### config.mk
export PLATFORM = sky130hd
export DESIGN_NAME = spi_flash_read_seq
export DESIGN_NICKNAME = d
export VERILOG_FILES = /design/src/rtl/spi_seq_pkg.sv /design/src/rtl/spi_seq_watchdog.sv /design/src/rtl/spi_flash_read_seq.sv
export SDC_FILE = /design/constraint.sdc
export NUM_CORES = 1
export LEC_CHECK = 0
export CAP_MARGIN = 20
export CORE_AREA = 3 3 111 113
export CTS_CLUSTER_DIAMETER = 100
export DETAILED_ROUTE_END_ITERATION = 7
export DIE_AREA = 0 0 114 116
export PLACE_DENSITY = 0.86
export SYNTH_ARGS = -nofsm -noshare
export SYNTH_HDL_FRONTEND = slang
export SYNTH_SLANG_ARGS = --single-unit
### constraint.sdc
create_clock -name HCLK -period 6.3 [get_ports HCLK]
set_clock_uncertainty 0.05 [all_clocks]
set_input_delay 1.89 -clock HCLK [delete_from_list [all_inputs] [get_ports HCLK]]
set_output_delay 1.89 -clock HCLK [all_outputs]
set_load 0.1 [all_outputs]
### src/rtl/spi_seq_pkg.sv
// Shared types and helpers for the SPI flash read sequencer.
package spi_seq_pkg;

  typedef enum logic [2:0] {
    ST_INIT,
    ST_IDLE,
    ST_SETUP,
    ST_START,
    ST_STREAM,
    ST_ABORT,
    ST_ERRBEAT,
    ST_WAIT_IDLE
  } state_t;

  localparam int IDLE_BIT = 0;

  // Word count (1..256, 256 encoded with bit 8 set) to SPI data length in bits.
  function automatic logic [15:0] words_to_bits(input logic [8:0] words);
    return {2'b00, words, 5'b00000};
  endfunction

endpackage

### src/rtl/spi_seq_watchdog.sv
// Idle watchdog: down-counter reloaded on clear, decremented while enabled.
// o_expire is combinational and fires on the TIMEOUT-th consecutive enabled cycle.
module spi_seq_watchdog #(
  parameter int TIMEOUT = 1024
) (
  input  logic HCLK,
  input  logic HRESETn,
  input  logic i_clr,
  input  logic i_en,
  output logic o_expire
);

  localparam int CW = (TIMEOUT > 1) ? $clog2(TIMEOUT) : 1;
  localparam logic [CW-1:0] LOAD = CW'(TIMEOUT - 1);

  logic [CW-1:0] r_cnt;

  always_ff @(posedge HCLK or negedge HRESETn) begin
    if (!HRESETn) begin
      r_cnt <= LOAD;
    end else if (i_clr) begin
      r_cnt <= LOAD;
    end else if (i_en && (r_cnt != '0)) begin
      r_cnt <= r_cnt - 1'b1;
    end
  end

  assign o_expire = i_en && (r_cnt == '0);

endmodule

### src/rtl/spi_flash_read_seq.sv
// Autonomous flash read sequencer: programs the SPI core bundle, strobes a read and
// streams RX words to the requester (zero-latency pass-through, back-pressure goes to the core).
module spi_flash_read_seq
  import spi_seq_pkg::*;
#(
  parameter int         QUAD         = 0,
  parameter logic [7:0] READ_CMD     = 8'h03,
  parameter int         ADDR_LEN     = 24,
  parameter int         DUMMY_CYCLES = 0,
  parameter logic [7:0] CLK_DIV      = 8'd2,
  parameter int         CS_SEL       = 0,
  parameter int         TIMEOUT      = 1024
) (
  input  logic        HCLK,
  input  logic        HRESETn,
  input  logic        req_valid,
  output logic        req_ready,
  input  logic [31:0] req_addr,
  input  logic [7:0]  req_words,
  output logic [31:0] rsp_data,
  output logic        rsp_valid,
  input  logic        rsp_ready,
  output logic        rsp_last,
  output logic        rsp_err,
  output logic        busy,
  output logic [7:0]  spi_clk_div,
  output logic        spi_clk_div_valid,
  output logic [31:0] spi_cmd,
  output logic [5:0]  spi_cmd_len,
  output logic [31:0] spi_addr,
  output logic [5:0]  spi_addr_len,
  output logic [15:0] spi_data_len,
  output logic [15:0] spi_dummy_rd,
  output logic [15:0] spi_dummy_wr,
  output logic [3:0]  spi_csreg,
  output logic        spi_rd,
  output logic        spi_qrd,
  output logic        spi_swrst,
  output logic        spi_wr,
  output logic        spi_qwr,
  input  logic [31:0] spi_status,
  input  logic [31:0] spi_data_rx,
  input  logic        spi_data_rx_valid,
  output logic        spi_data_rx_ready
);

  state_t      r_state, w_next;
  logic [8:0]  r_words;
  logic [8:0]  r_cnt;
  logic [7:0]  r_clk_div;
  logic [31:0] r_cmd, r_addr;
  logic [5:0]  r_cmd_len, r_addr_len;
  logic [15:0] r_data_len, r_dummy_rd;
  logic [3:0]  r_csreg;

  logic w_req_hs, w_rsp_hs, w_last, w_expire, w_wd_clr, w_wd_en;
  logic w_unused_status;

  assign w_req_hs = (r_state == ST_IDLE) && req_valid;
  assign w_rsp_hs = (r_state == ST_STREAM) && spi_data_rx_valid && rsp_ready;
  assign w_last   = (r_cnt == (r_words - 9'd1));

  // Back-pressured RX data counts as activity, so a stalled requester never aborts.
  assign w_wd_clr = (r_state != ST_STREAM) || spi_data_rx_valid;
  assign w_wd_en  = (r_state == ST_STREAM) && !spi_data_rx_valid;

  assign w_unused_status = ^spi_status;

  spi_seq_watchdog #(.TIMEOUT(TIMEOUT)) u_watchdog (
    .HCLK     (HCLK),
    .HRESETn  (HRESETn),
    .i_clr    (w_wd_clr),
    .i_en     (w_wd_en),
    .o_expire (w_expire)
  );

  always_ff @(posedge HCLK or negedge HRESETn) begin
    if (!HRESETn) begin
      r_state <= ST_INIT;
    end else begin
      r_state <= w_next;
    end
  end

  always_comb begin
    w_next = r_state;
    case (r_state)
      ST_INIT:      w_next = ST_IDLE;
      ST_IDLE:      if (req_valid) w_next = ST_SETUP;
      ST_SETUP:     w_next = ST_START;
      ST_START:     w_next = ST_STREAM;
      ST_STREAM: begin
        if (w_rsp_hs && w_last) begin
          w_next = ST_WAIT_IDLE;
        end else if (w_expire) begin
          w_next = ST_ABORT;
        end
      end
      ST_ABORT:     w_next = ST_ERRBEAT;
      ST_ERRBEAT:   if (rsp_ready) w_next = ST_WAIT_IDLE;
      ST_WAIT_IDLE: if (spi_status[IDLE_BIT]) w_next = ST_IDLE;
      default:      w_next = ST_INIT;
    endcase
  end

  // Gating with HRESETn keeps INIT's divider strobe quiet while reset is held.
  always_comb begin
    req_ready         = 1'b0;
    busy              = 1'b0;
    rsp_valid         = 1'b0;
    rsp_data          = '0;
    rsp_last          = 1'b0;
    rsp_err           = 1'b0;
    spi_data_rx_ready = 1'b0;
    spi_clk_div_valid = 1'b0;
    spi_clk_div       = '0;
    spi_rd            = 1'b0;
    spi_qrd           = 1'b0;
    spi_swrst         = 1'b0;
    if (HRESETn) begin
      busy        = (r_state != ST_IDLE);
      spi_clk_div = r_clk_div;
      case (r_state)
        ST_INIT: begin
          spi_clk_div_valid = 1'b1;
          spi_clk_div       = CLK_DIV;
        end
        ST_IDLE:  req_ready = 1'b1;
        ST_START: begin
          spi_rd  = (QUAD == 0);
          spi_qrd = (QUAD != 0);
        end
        ST_STREAM: begin
          rsp_valid         = spi_data_rx_valid;
          rsp_data          = spi_data_rx;
          rsp_last          = w_last;
          spi_data_rx_ready = rsp_ready;
        end
        ST_ABORT: spi_swrst = 1'b1;
        ST_ERRBEAT: begin
          rsp_valid = 1'b1;
          rsp_err   = 1'b1;
          rsp_last  = 1'b1;
        end
        default: ;
      endcase
    end
  end

  // Bundle is captured on the accepting edge so it is already stable during SETUP.
  always_ff @(posedge HCLK or negedge HRESETn) begin
    if (!HRESETn) begin
      r_words    <= '0;
      r_cnt      <= '0;
      r_clk_div  <= '0;
      r_cmd      <= '0;
      r_cmd_len  <= '0;
      r_addr     <= '0;
      r_addr_len <= '0;
      r_data_len <= '0;
      r_dummy_rd <= '0;
      r_csreg    <= '0;
    end else begin
      if (r_state == ST_INIT) begin
        r_clk_div <= CLK_DIV;
      end
      if (w_req_hs) begin
        r_words    <= {(req_words == 8'd0), req_words};
        r_cnt      <= '0;
        r_cmd      <= {READ_CMD, 24'h0};
        r_cmd_len  <= 6'd8;
        r_addr     <= req_addr << (32 - ADDR_LEN);
        r_addr_len <= 6'(ADDR_LEN);
        r_data_len <= words_to_bits({(req_words == 8'd0), req_words});
        r_dummy_rd <= 16'(DUMMY_CYCLES);
        r_csreg    <= 4'b0001 << CS_SEL;
      end else if (w_rsp_hs) begin
        r_cnt <= r_cnt + 9'd1;
      end
    end
  end

  assign spi_cmd      = r_cmd;
  assign spi_cmd_len  = r_cmd_len;
  assign spi_addr     = r_addr;
  assign spi_addr_len = r_addr_len;
  assign spi_data_len = r_data_len;
  assign spi_dummy_rd = r_dummy_rd;
  assign spi_dummy_wr = '0;
  assign spi_csreg    = r_csreg;
  assign spi_wr       = 1'b0;
  assign spi_qwr      = 1'b0;

endmodule
==> impl_metrics.json <==
{
  "yosys_warnings": 0,
  "ys_seq_area_share_pct": 39.6,
  "total_power_mw": 3.25,
  "clk_pin_slew_worst_paths_ns": 0.05,
  "crit_end": "rsp_data[26]",
  "p_leak_nw": 2.66,
  "r2r-start": "r_state[1]",
  "fin_crit_sh_pct": 83.5,
  "grt_pass1_vias": 3405,
  "synthArstFlopShare_pct": 100,
  "setup_ws_ns": 1.04,
  "fp-row-count": 39,
  "gp_congestion": 0.799,
  "required_ns": 4.36,
  "synthFlopType": "dfrtp_1",
  "syn_inst": 425,
  "wl_per_cell_um": 15.2,
  "syn_area_um2": 4070,
  "worstSkewPairLatency_ns": 0.32,
  "cts_resized": 0,
  "fin_crit_ns": 5.26,
  "avgSynthCellArea_um2": 9.59,
  "dp_slack_ns": 1.00,
  "grt_overflow": 0,
  "worstRegToRegCells": 4,
  "drc": 0,
  "drtAntennaViolNets": 0,
  "synth-edff-count": 0,
  "arrival_ns": 3.32,
  "n_antenna_cell": 0,
  "fin_util_pct": 52.1,
  "ir_drop_uv": 310,
  "cts_tree": "built",
  "syn_to_final_growth_pct": 46.1,
  "finalSetupViolCount": 0,
  "grt_max_degree": 47,
  "holdBufCountCts": 0,
  "via_count": 3322,
  "fillerInstances": 962,
  "die_w_um": 114,
  "grt_pass1_wl_mm": 17.0,
  "worstPathMaxFanout": 33,
  "hold_viol": 0,
  "status": "completed",
  "fmax_ghz": 0.190,
  "synth_top_cell_by_area": "dfrtp_1",
  "start_util_pct": 35.7,
  "design.die.area_um2": 13200,
  "p_per_area_nw_per_um2": 546,
  "relSlewSlack_pct": 32.0,
  "synth_seq_cells": 64,
  "htree_levels": 3,
  "hpwl_mm": 8.69,
  "synth.distinct_cells": 49,
  "cts_made_buffers": 9,
  "synth_top_area_share_pct": 33.2,
  "critPathKind": "in2out",
  "grt_use_total_pct": 16.3,
  "startpoint": "HRESETn",
  "slew_violations": 0,
  "cpMaxStageDelayCell": "buf_2",
  "grt_antenna_before_repair": 0,
  "cts.sinks": 64,
  "vias_per_cell": 4.61,
  "path_cells": "buf_2 > nand2_1 > nor3_2 > buf_4 > and2_1 > buf_12",
  "r2r_end": "spi_addr[13]",
  "cp-start-kind": "primary input",
  "port_buffers": 157,
  "die_h_um": 116,
  "cts_setup_buffers": 0,
  "crit_path_end_kind": "output port",
  "setup_tns_ns": 0,
  "layout.nets": 684,
  "drv_cap": 0,
  "drive_gt1_share_pct": 14.0,
  "clockBufferDepth": 2,
  "yosys-top-cells-area": "dfrtp_1 33%, buf_4 18%, mux2_1 8.3%, and2_1 6.8%, dfstp_2 6.4%",
  "hp-class": "reg2reg",
  "first_iter_violations": 144,
  "drt_pass1_iterations": 4,
  "tightest_slew_ns": 1.02,
  "wl_mm": 10.9,
  "rsz0062_at_grt": "no",
  "ctsRootBufferMaster": "clkbuf_16",
  "cpPeakStageDelay_ns": 0.33,
  "rrSetupSlack_ns": 3.85,
  "io_pins": 289,
  "core_region_area_um2": 11400
}
-- placed cells by master, fill, tap and decap left out, types with 4 or more instances in the layout --
master	instances
nand3_1	8
o211ai_1	4
dfstp_2	10
xor2_1	10
nand2b_1	8
clkbuf_1	5
clkbuf_16	9
buf_12	33
clkdlybuf4s50_1	107
inv_1	8
mux2_1	30
xnor2_1	8
o21ai_1	8
o21ai_0	4
and3_1	10
dfrtp_1	54
nand2_1	19
nor2_1	19
nor4_1	6
buf_4	19
conb_1	92
a21oi_1	6
nor3_1	7
nand4_1	5
and2_1	43
or3_1	6
-- worst max-delay path, delay by kind of cell --
family	cells	cell delay, ns
buffers and inverters	3	0.80
AND/OR/NAND/NOR	3	0.60
-- metrics by stage --
step           cell area [um2]  hold WS [ns]  instances
6_report                  5950         0.418        720
5_1_grt                   5950         0.448        720
4_1_cts                   5950         0.414        720
3_5_place_dp              5680         0.397        704
3_3_place_gp              5680         0.392        704
2_1_floorplan             4420         0.373        516
-- cell families after synthesis --
family	share of synthesized area, %
AOI/OAI and AO/OA	5.90
xor gates and xnor gates	3.87
adders and majority gates	0.921
buffers and inverters	20.5
DFF	39.6
muxes	8.29
other	0.0920
and+or+nand+nor	20.8
-- final cells by class --
type                       instances  area, um2  share of cell area, %
sequential                        64       1610                   27.1
tap                              143        179                   3.01
timing repair buffer             160       1880                   31.6
clock buffer                      16        272                   4.56
inverter                           8       30.0                  0.505
multi-input combinational        329       1980                   33.2
-- worst min path at each step --
stage | startpoint | endpoint | slack [ns] | cells past startpoint
floorplan | r_clk_div[1] | r_clk_div[1] | 0.37 | 1
global placement | r_clk_div[1] | r_clk_div[1] | 0.39 | 1
detailed placement | r_clk_div[1] | r_clk_div[1] | 0.40 | 1
CTS | r_clk_div[1] | r_clk_div[1] | 0.41 | 1
global route | r_clk_div[1] | r_clk_div[1] | 0.45 | 1
finish | r_clk_div[1] | r_clk_div[1] | 0.42 | 1
-- where the power goes --
group / total, mW / switching [mW] / internal [mW] / leakage [nW]
Clock: 0.454 / 0.165 / 0.288 / 0.131
Sequential: 0.676 / 0.137 / 0.540 / 0.785
Combinational: 2.12 / 1.63 / 0.488 / 1.74
Total: 3.25 / 1.94 / 1.32 / 2.66
-- registers in the layout, summed over array words and instances, names as in the netlist --
signal            cells
r_clk_div             8
r_cnt                 9
r_state               3
spi_addr             24
spi_csreg             1
spi_data_len          9
u_watchdog.r_cnt     10
-- metal layers --
layer | share of wire [%] | track usage, %
met1 | 33 | 15.9
met2 | 58 | 31.9
met3 | 8.3 | 5.64
met4 | 1.4 | 5.54
met5 | 0 | 0
-- cells in the mapped netlist, types with 8 or more instances --
cell      number
mux2_1        30
nand3_1        8
dfrtp_1       54
nor2_1        19
and2_1        44
nand2_1       19
nand2b_1       8
nor3_1         9
inv_1          8
xnor2_1        8
xor2_1        10
clkbuf_1      11
dfstp_2       10
o21ai_1        8
buf_4         97
and3_1        10
Power figures use the tool's default switching activity.
